`config.mk`:
```
export PLATFORM = sky130hd
export DESIGN_NAME = ysyx_22040759_ifu
export DESIGN_NICKNAME = d
export VERILOG_FILES = /design/src/rtl/ysyx_22040759_ifu_pkg.sv /design/src/rtl/ysyx_22040759_ifu_fifo.sv /design/src/rtl/ysyx_22040759_ifu.sv
export SDC_FILE = /design/constraint.sdc
export NUM_CORES = 1
export LEC_CHECK = 0
export CORE_UTILIZATION = 31
export DETAILED_ROUTE_END_ITERATION = 8
export GPL_TIMING_DRIVEN = 0
export SLEW_MARGIN = 20
export SYNTH_ARGS = -nofsm -noshare
export SYNTH_HDL_FRONTEND = slang
export SYNTH_SLANG_ARGS = --single-unit
```
`constraint.sdc`:
```
create_clock -name clk -period 3.95 [get_ports clk]
set_input_delay 0.5925 -clock clk [delete_from_list [all_inputs] [get_ports clk]]
set_output_delay 0.5925 -clock clk [all_outputs]
set_load 0.01 [all_outputs]
```
`src/rtl/ysyx_22040759_ifu_pkg.sv`:
```
// Shared definitions for the instruction fetch unit.
//   - reset PC, queue depth, data widths
//   - IFU FSM state encoding (REQ / WAIT / DROP)
//   - queue entry layout {pc, inst}
//   - word-alignment helper for redirect targets
package ysyx_22040759_ifu_pkg;

    localparam int XLEN          = 32;
    localparam int INST_W        = 32;
    localparam int IFU_BUF_DEPTH = 2;

    localparam logic [XLEN-1:0] IFU_RESET_PC = 32'h8000_0000;

    // REQ : may present a fetch request
    // WAIT: one fetch outstanding, its response will be queued
    // DROP: one fetch outstanding, its response is stale and discarded
    typedef enum logic [1:0] {
        ST_REQ  = 2'd0,
        ST_WAIT = 2'd1,
        ST_DROP = 2'd2
    } ifu_state_e;

    typedef struct packed {
        logic [XLEN-1:0]   pc;
        logic [INST_W-1:0] inst;
    } ifu_entry_t;

    function automatic logic [XLEN-1:0] align_word(input logic [XLEN-1:0] addr);
        return {addr[XLEN-1:2], 2'b00};
    endfunction

endpackage

```
`src/rtl/ysyx_22040759_ifu_fifo.sv`:
```
// Two-entry {pc, inst} queue between fetch and decode.
//   clk, rst_n  : clock, asynchronous active-low reset
//   push        : write push_data at the tail (ignored when full and not popping)
//   pop         : remove the head (ignored when empty)
//   flush       : empty the queue; wins over push
//   push_data   : entry to write
//   head        : current head entry; holds its last value while empty
//   count       : number of valid entries (0..2)
//   empty       : count == 0
// Entry 0 is always the head, so the output is a plain register and keeps
// showing the last instruction after the queue drains.
module ysyx_22040759_ifu_fifo
    import ysyx_22040759_ifu_pkg::*;
#(
    parameter int DEPTH = IFU_BUF_DEPTH
) (
    input  logic       clk,
    input  logic       rst_n,
    input  logic       push,
    input  logic       pop,
    input  logic       flush,
    input  ifu_entry_t push_data,
    output ifu_entry_t head,
    output logic [1:0] count,
    output logic       empty
);

    localparam logic [1:0] DEPTH_CNT = 2'(DEPTH);

    ifu_entry_t e0_q, e1_q, e0_d, e1_d;
    logic [1:0] count_q, count_d;
    logic       full, do_push, do_pop;

    assign full    = (count_q == DEPTH_CNT);
    assign empty   = (count_q == 2'd0);
    assign do_pop  = pop && !empty;
    assign do_push = push && (!full || do_pop);

    always_comb begin
        e0_d    = e0_q;
        e1_d    = e1_q;
        count_d = count_q;
        if (flush) begin
            // Data registers are left alone so head keeps its last value.
            count_d = 2'd0;
        end else begin
            case ({do_push, do_pop})
                2'b10: begin
                    if (count_q == 2'd0) e0_d = push_data;
                    else                 e1_d = push_data;
                    count_d = count_q + 2'd1;
                end
                2'b01: begin
                    if (count_q == 2'd2) e0_d = e1_q;
                    count_d = count_q - 2'd1;
                end
                2'b11: begin
                    if (count_q == 2'd1) begin
                        e0_d = push_data;
                    end else begin
                        e0_d = e1_q;
                        e1_d = push_data;
                    end
                end
                default: ;
            endcase
        end
    end

    always_ff @(posedge clk or negedge rst_n) begin
        if (!rst_n) begin
            e0_q    <= '0;
            e1_q    <= '0;
            count_q <= 2'd0;
        end else begin
            e0_q    <= e0_d;
            e1_q    <= e1_d;
            count_q <= count_d;
        end
    end

    assign head  = e0_q;
    assign count = count_q;

endmodule

```
`src/rtl/ysyx_22040759_ifu.sv`:
```
// Instruction fetch unit: owns the PC, fetches one word at a time from
// instruction memory and queues {pc, inst} pairs toward decode.
//   clk, rst_n                        : clock, asynchronous active-low reset
//   imem_req_valid/ready/addr         : fetch request channel
//   imem_rsp_valid/data               : fetch response (always accepted)
//   redirect_valid/pc                 : control-flow change from execute
//   inst_valid/ready, inst, inst_pc   : queue head toward decode
// Handshakes: a transfer happens on a rising edge where valid && ready.
// Once raised, imem_req_valid stays high with a stable address until it is
// accepted; only a redirect may change the address. At most one fetch is
// ever outstanding, and a fetch is only requested when the queue has room
// for its response, so the queue never overflows.
module ysyx_22040759_ifu
    import ysyx_22040759_ifu_pkg::*;
#(
    parameter logic [31:0] RESET_PC  = IFU_RESET_PC,
    parameter int          BUF_DEPTH = IFU_BUF_DEPTH
) (
    input  logic        clk,
    input  logic        rst_n,
    output logic        imem_req_valid,
    input  logic        imem_req_ready,
    output logic [31:0] imem_req_addr,
    input  logic        imem_rsp_valid,
    input  logic [31:0] imem_rsp_data,
    input  logic        redirect_valid,
    input  logic [31:0] redirect_pc,
    output logic        inst_valid,
    input  logic        inst_ready,
    output logic [31:0] inst,
    output logic [31:0] inst_pc
);

    localparam logic [1:0] BUF_CNT = 2'(BUF_DEPTH);

    ifu_state_e  state_q, state_d;
    logic [31:0] pc_q, pc_d;
    logic [31:0] req_pc_q;
    logic        started_q;
    logic        req_fire;
    logic        push, pop;
    ifu_entry_t  push_data, head;
    logic [1:0]  fifo_count;
    logic        fifo_empty;

    always_comb begin
        // started_q keeps the request low for the first cycle after reset release.
        imem_req_valid = started_q && (state_q == ST_REQ) && (fifo_count < BUF_CNT);
        req_fire       = imem_req_valid && imem_req_ready;
        state_d        = state_q;
        pc_d           = pc_q;
        push           = 1'b0;

        case (state_q)
            ST_REQ: begin
                // A fetch accepted in the redirect cycle belongs to the old path.
                if (req_fire) state_d = redirect_valid ? ST_DROP : ST_WAIT;
            end
            ST_WAIT: begin
                if (imem_rsp_valid) begin
                    state_d = ST_REQ;
                    push    = !redirect_valid;
                end else if (redirect_valid) begin
                    state_d = ST_DROP;
                end
            end
            ST_DROP: begin
                if (imem_rsp_valid) state_d = ST_REQ;
            end
            default: state_d = ST_REQ;
        endcase

        if (redirect_valid) pc_d = align_word(redirect_pc);
        else if (req_fire)  pc_d = pc_q + 32'd4;
    end

    always_ff @(posedge clk or negedge rst_n) begin
        if (!rst_n) begin
            state_q   <= ST_REQ;
            pc_q      <= RESET_PC;
            req_pc_q  <= RESET_PC;
            started_q <= 1'b0;
        end else begin
            state_q   <= state_d;
            pc_q      <= pc_d;
            started_q <= 1'b1;
            if (req_fire) req_pc_q <= pc_q;
        end
    end

    assign push_data.pc   = req_pc_q;
    assign push_data.inst = imem_rsp_data;
    assign pop            = inst_valid && inst_ready;

    ysyx_22040759_ifu_fifo #(
        .DEPTH (BUF_DEPTH)
    ) u_fifo (
        .clk       (clk),
        .rst_n     (rst_n),
        .push      (push),
        .pop       (pop),
        .flush     (redirect_valid),
        .push_data (push_data),
        .head      (head),
        .count     (fifo_count),
        .empty     (fifo_empty)
    );

    assign imem_req_addr = pc_q;
    assign inst_valid    = !fifo_empty;
    assign inst          = head.inst;
    assign inst_pc       = head.pc;

endmodule

```
# Yosys cells after proc, flatten, opt, wreduce, memory -nomap -nowiden
# Index checks and enable logic that the tools add are counted.
# word_totals
inputBits	70
latch_bits	0
mem_count	0
out_inout_bits	98
register_bits	197
romBits	0
word_cells	66
ram_bits	0
# op_classes
n_div	0
add_sub_neg	3
mul	0
bitwise	1
n_mux	19
n_lt_le_gt_ge	1
n_shift	0
eq_ne	14
reduce_logical	19
# ops
op	n
64-bit 2-to-1 mux	5
64-bit one-hot mux with 3 select lines	1
64-bit one-hot mux with 2 select lines	1
32-bit 2-to-1 mux	2
32-bit by 3-bit adder with 32-bit output (second input constant)	1
2-bit 2-to-1 mux	6
2-bit == test (second input constant)	4
2-bit != test (second input constant)	4
4-bit AND reduction	2
2-bit by 1-bit == test with 1-bit output (second input constant)	3
1-bit logical AND	6
2-bit one-hot mux with 3 select lines	1
3-bit nonzero test	2
2-bit zero test	2
2-bit by 1-bit != test with 1-bit output (second input constant)	2
2-bit one-hot mux with 2 select lines	1
2-bit nonzero test	2
1-bit zero test	3
3-bit != test (second input constant)	1
3-bit AND reduction	1
2-bit by 1-bit adder with 2-bit output (second input constant)	1
2-bit less-than comparator (second input constant)	1
1-bit 2-to-1 mux	2
2-bit by 1-bit subtractor with 2-bit output (second input constant)	1
other kinds (2)	2

# Longest topological paths before layout
# depth
ltp_word	9
mapped_depth	9
ltp_nobuf	7

# Hierarchy
# A second synthesis with hierarchy kept.
# hier_totals
hier_cells	740
area_unflattened_um2	8687.1
# modules_own_cells
module	area_per_inst_um2	cells_per_inst	n_inst	seq_area_each_um2
ysyx_22040759_ifu_fifo	5516.5	436	1	3253.1
ysyx_22040759_ifu	3170.5	304	1	1579.0

# Worst setup path after synthesis
# No wires, ideal clock.
# synth_path
path_type	flip-flop to flip-flop
startpoint	register u_fifo.count_q[0] (netlist: u_fifo.count[0])
endpoint	register u_fifo.e0_q (netlist bit u_fifo.head[0])
arrival_time_ps	1747
setup_slack_ps	2077
required_time_ps	3824
n_path_buf	2
setup_ps	126
path_stages_with_launch	8
synth_period_minus_slack_ps	1873
path_cell_list	dfrtp_1 -> inv_1 -> ha_1 -> a31oi_1 -> a2111oi_4 -> buf_2 -> buf_2 -> a21oi_1
# synth_between
elab_chain_cells	9
word_cells_on_any_way	18
classes_between	7 x eq/ne; 2 x mux; 9 x reduce/logical
# synth_lines
element	line	text
from (decl)	ysyx_22040759_ifu_fifo.sv:31	logic [1:0] count_q, count_d;
from (signal assigned)	ysyx_22040759_ifu_fifo.sv:78	count_q <= count_d;
2-bit zero test	ysyx_22040759_ifu_fifo.sv:35, ysyx_22040759_ifu_fifo.sv:49	
1-bit zero test	ysyx_22040759_ifu_fifo.sv:36, ysyx_22040759_ifu.sv:110	
1-bit logical AND	ysyx_22040759_ifu.sv:93	assign pop = inst_valid && inst_ready;
1-bit logical AND	ysyx_22040759_ifu_fifo.sv:36	assign do_pop = pop && !empty;
1-bit logical OR	ysyx_22040759_ifu_fifo.sv:37	assign do_push = push && (!full || do_pop);
1-bit logical AND	ysyx_22040759_ifu_fifo.sv:37	
2-bit by 1-bit == test with 1-bit output or 2-bit == test (tied branches)	ysyx_22040759_ifu_fifo.sv:47	case ({do_push, do_pop})
2-bit by 1-bit != test with 1-bit output (no line) or 3-bit nonzero test (tied branches)	n/a	
4-bit AND reduction (no line)	n/a	
to (signal assigned)	ysyx_22040759_ifu_fifo.sv:72	e0_q <= '0;
to (signal assigned)	ysyx_22040759_ifu_fifo.sv:76	e0_q <= e0_d;
to (decl)	ysyx_22040759_ifu_fifo.sv:30	ifu_entry_t e0_q, e1_q, e0_d, e1_d;
# Several ways; a longest one is shown, not always the timed one.
# A chain may end at the register's enable or synchronous reset.

# Final worst setup path
# layout_path
startpoint	register state_q[0]
endpoint	output port imem_req_valid
# layout_between
elab_chain_cells	3
# layout_lines
element	line	text
from (decl)	ysyx_22040759_ifu.sv:36	ifu_state_e state_q, state_d;
from (signal assigned)	ysyx_22040759_ifu.sv:84	state_q <= state_d;
2-bit zero test	ysyx_22040759_ifu.sv:48	imem_req_valid = started_q && (state_q == ST_REQ) && (fifo_count < BUF_CNT);
1-bit logical AND (2 in series)	ysyx_22040759_ifu.sv:48	
to (decl)	ysyx_22040759_ifu.sv:21	output logic imem_req_valid,
# Every way passes these cells.

==> out/results.ini <==
[critical_path]
cp_slowest_cell=clkdlybuf4s50_1
crit_family=buffers and inverters
timing.rr.end=u_fifo.head[4]
cp.depth=2
crit_type=flip-flop to output pin
worstPathArrival_ps=1950
cp_max_fo=7
crit_path_end_kind=output pin
reg2reg_setup_slack_ps=1480
reg2reg_depth=7
path_buf_inv=1
cpPeakStageDelay_ps=620
path_cells=nor4b_2, clkdlybuf4s50_1
reg2reg_from=u_fifo.count[0]
cp-endpoint=imem_req_valid
crit_start=state_q[0]
critPathRequiredTime_ps=3360
startpoint_type=flip-flop

[global_route]
met3_usage_pct=2.804
gr-usage-met2_pct=24.34
antenna_found_initial=0
grt_start_max_net_pins=85
grt-busiest-layer=met2
grt_pass1_wl_um=34690
grt-ovfl-total=0
grt_pass1_vias=6279
grt_use_total_pct=15.89
use_met1_pct=22.88

[timing]
worst_pin_slew_ps=687.7
slew_violations=0
fmax_ghz=0.3934
finalHoldViolCount=0
fin_skew_ps=12.39
timing.hold.ws_ps=33.67
fin_crit_sh_pct=64.35
fin_tns_setup_ps=0
final.setup.worst_slack_ps=1408
rsz0062_at_grt=false
period_needed_ps=2542
setup_viol=0
maxSlewHeadroom_pct=53.98

[pwr]
swShare_pct=33.63
power.density_mw_per_mm2=647.9
ir_drop_v=0.0002727
switching_power_mw=2.428
total_power_mw=7.221
clkPwrFrac_pct=23.5
comb_power_share_pct=34.0
pwr-share-seq_pct=42.5
p_leak_nw=4.906
p_int_mw=4.792

[clock_network]
htree_levels=4
cts_buffers=17
cts_root_buffer=clkbuf_16
hold_buffers=0
clk_pin_slew_ps=70
post_cts_buffers=0
clkLatencyLatePin_ps=430
cts_tree=yes
post_cts_resized=0
clockBufferDepth=2
cts.sinks=190

[die]
start_util_pct=31.50
die_x_um=167.0
die_area_mm2=0.02790
rows=60
core_mm2=0.02680
pin_count=168
die_y_um=167.0

[detailed_routing]
wire_per_inst_um=16.26
vias=6380
viasPerCell=4.826
ant_nets=0
drc=0
finalWirelength_um=21490
first_pass_iters=5
drtIter0Drc=353

[synth]
synth-edff-count=0
yosys_warnings=0
ys_seq_area_share_pct=56.35
synth_most_common_cell=dfrtp_1
synth_top_cell_area_share_pct=55.73
synthTopCellsByArea=dfrtp_1 (56%), mux2_2 (8.3%), mux2i_1 (7.6%), nand2_1 (5.5%), a21oi_1 (4.3%)
synth_area_mm2=0.008442
ys_seq_elements=190
synthFlopType=dfrtp_1
syn_area_per_cell_um2=10.78
async_reset_ff_share_pct=100.0
synthDistinctLibCells=43
synth_common_cells=dfrtp_1 (188), nand2_1 (123), nor2_1 (78)
synth_top_area_cell=dfrtp_1
synthCells=783

[hold_path]
worst_hold_path_type=input pin to asynchronous set/reset pin

[layout]
final_nets=1042
fin_cells=1322
final_area_mm2=0.01114
area_delta_synth_final_pct=32.01
drive_gt1_share_pct=13.05
n_antenna_cell=0
final_util_pct=41.58
fillers=2557

[run_status]
status=completed

[job]
maxCapViolCount=0

[place]
dp_slack_ps=979.0
hpwlAfterDp_um=15320
post-place-cells=1290
numPortBuffers=163
dpl-instance-area_mm2=0.01056
gp_congestion=0.7900

power groups by stage:
stage / clock (mW) / sequential [mW] / combinational, mW
global route: 1.82 / 3.17 / 2.71
CTS: 1.75 / 3.08 / 2.49
global placement: 0 / 3.11 / 2.44
detailed placement: 0 / 3.12 / 2.48
finish: 1.70 / 3.07 / 2.45
floorplan: 0 / 3.16 / 1.13
cell type report:
cell class                 instances  area, µm²  share of cell area [%]
sequential                       190       4757                   42.69
multi-input combinational        540       3431                   30.78
clock buffer                      17      425.4                   3.817
tap                              341      426.7                   3.828
clock inverter                    15      155.1                   1.392
buffer                            48      235.2                   2.111
timing repair buffer             165       1692                   15.18
inverter                           6      22.52                  0.2021
sequential cells by signal (all words and copies together), names as in the netlist:
name / flops
u_fifo.head: 63
u_fifo.e1_q: 62
imem_req_addr: 30
req_pc_q: 30
state_q: 2
u_fifo.count: 2
started_q: 1
cells in the final DEF (no fill, tap or decap), drive strengths merged, types with 2 or more instances in the layout:
master         count
nor3               8
dfstp              2
and2               2
mux2              62
mux2i             64
inv               12
a221o              2
nand2            123
a21oi             72
nor2              78
o21ai             26
o211ai             5
a31oi              2
clkinvlp           3
conb               3
clkinv             5
nand3             22
clkbuf            37
ha                 4
a311oi             2
dfrtp            188
xor2              13
o221ai             4
xnor2              6
clkdlybuf4s50    162
a22oi              9
and3               9
nand4             10
buf               31
layer usage:
| layer | part of all wire (%) | vias to the layer above |
|---|---|---|
| met2 | 45 | 175 |
| met3 | 4.6 | 17 |
| li1 | - | 3080 |
| met1 | 49 | 3108 |
| met5 | 0 | - |
| met4 | 1.1 | 0 |
kinds of logic (layout without fill, tap and decap cells):
family | after synthesis | count (layout) | synth area share (%)
AOI/OAI and AO/OA | 127 | 127 | 8.760
xor gates and xnor gates | 19 | 19 | 1.971
adders and majority gates | 4 | 4 | 0.5929
buffers and inverters | 54 | 251 | 3.053
DFF | 190 | 190 | 56.35
muxes | 126 | 126 | 15.86
other | 2 | 3 | 0.08896
and+or+nand+nor | 261 | 261 | 13.32
worst min-delay path by stage:
stage                      start           endpoint  depth (start not counted)
5_1_grt                    rst_n    u_fifo.e1_q[11]                          1
4_1_cts                    rst_n    u_fifo.e1_q[11]                          1
3_5_place_dp               rst_n    u_fifo.head[19]                          1
2_1_floorplan              rst_n  imem_req_addr[10]                          0
3_3_place_gp   imem_req_addr[31]       req_pc_q[31]                          2
6_report                   rst_n    u_fifo.head[12]                          1
Note: power is estimated with default switching activity, not from simulation.
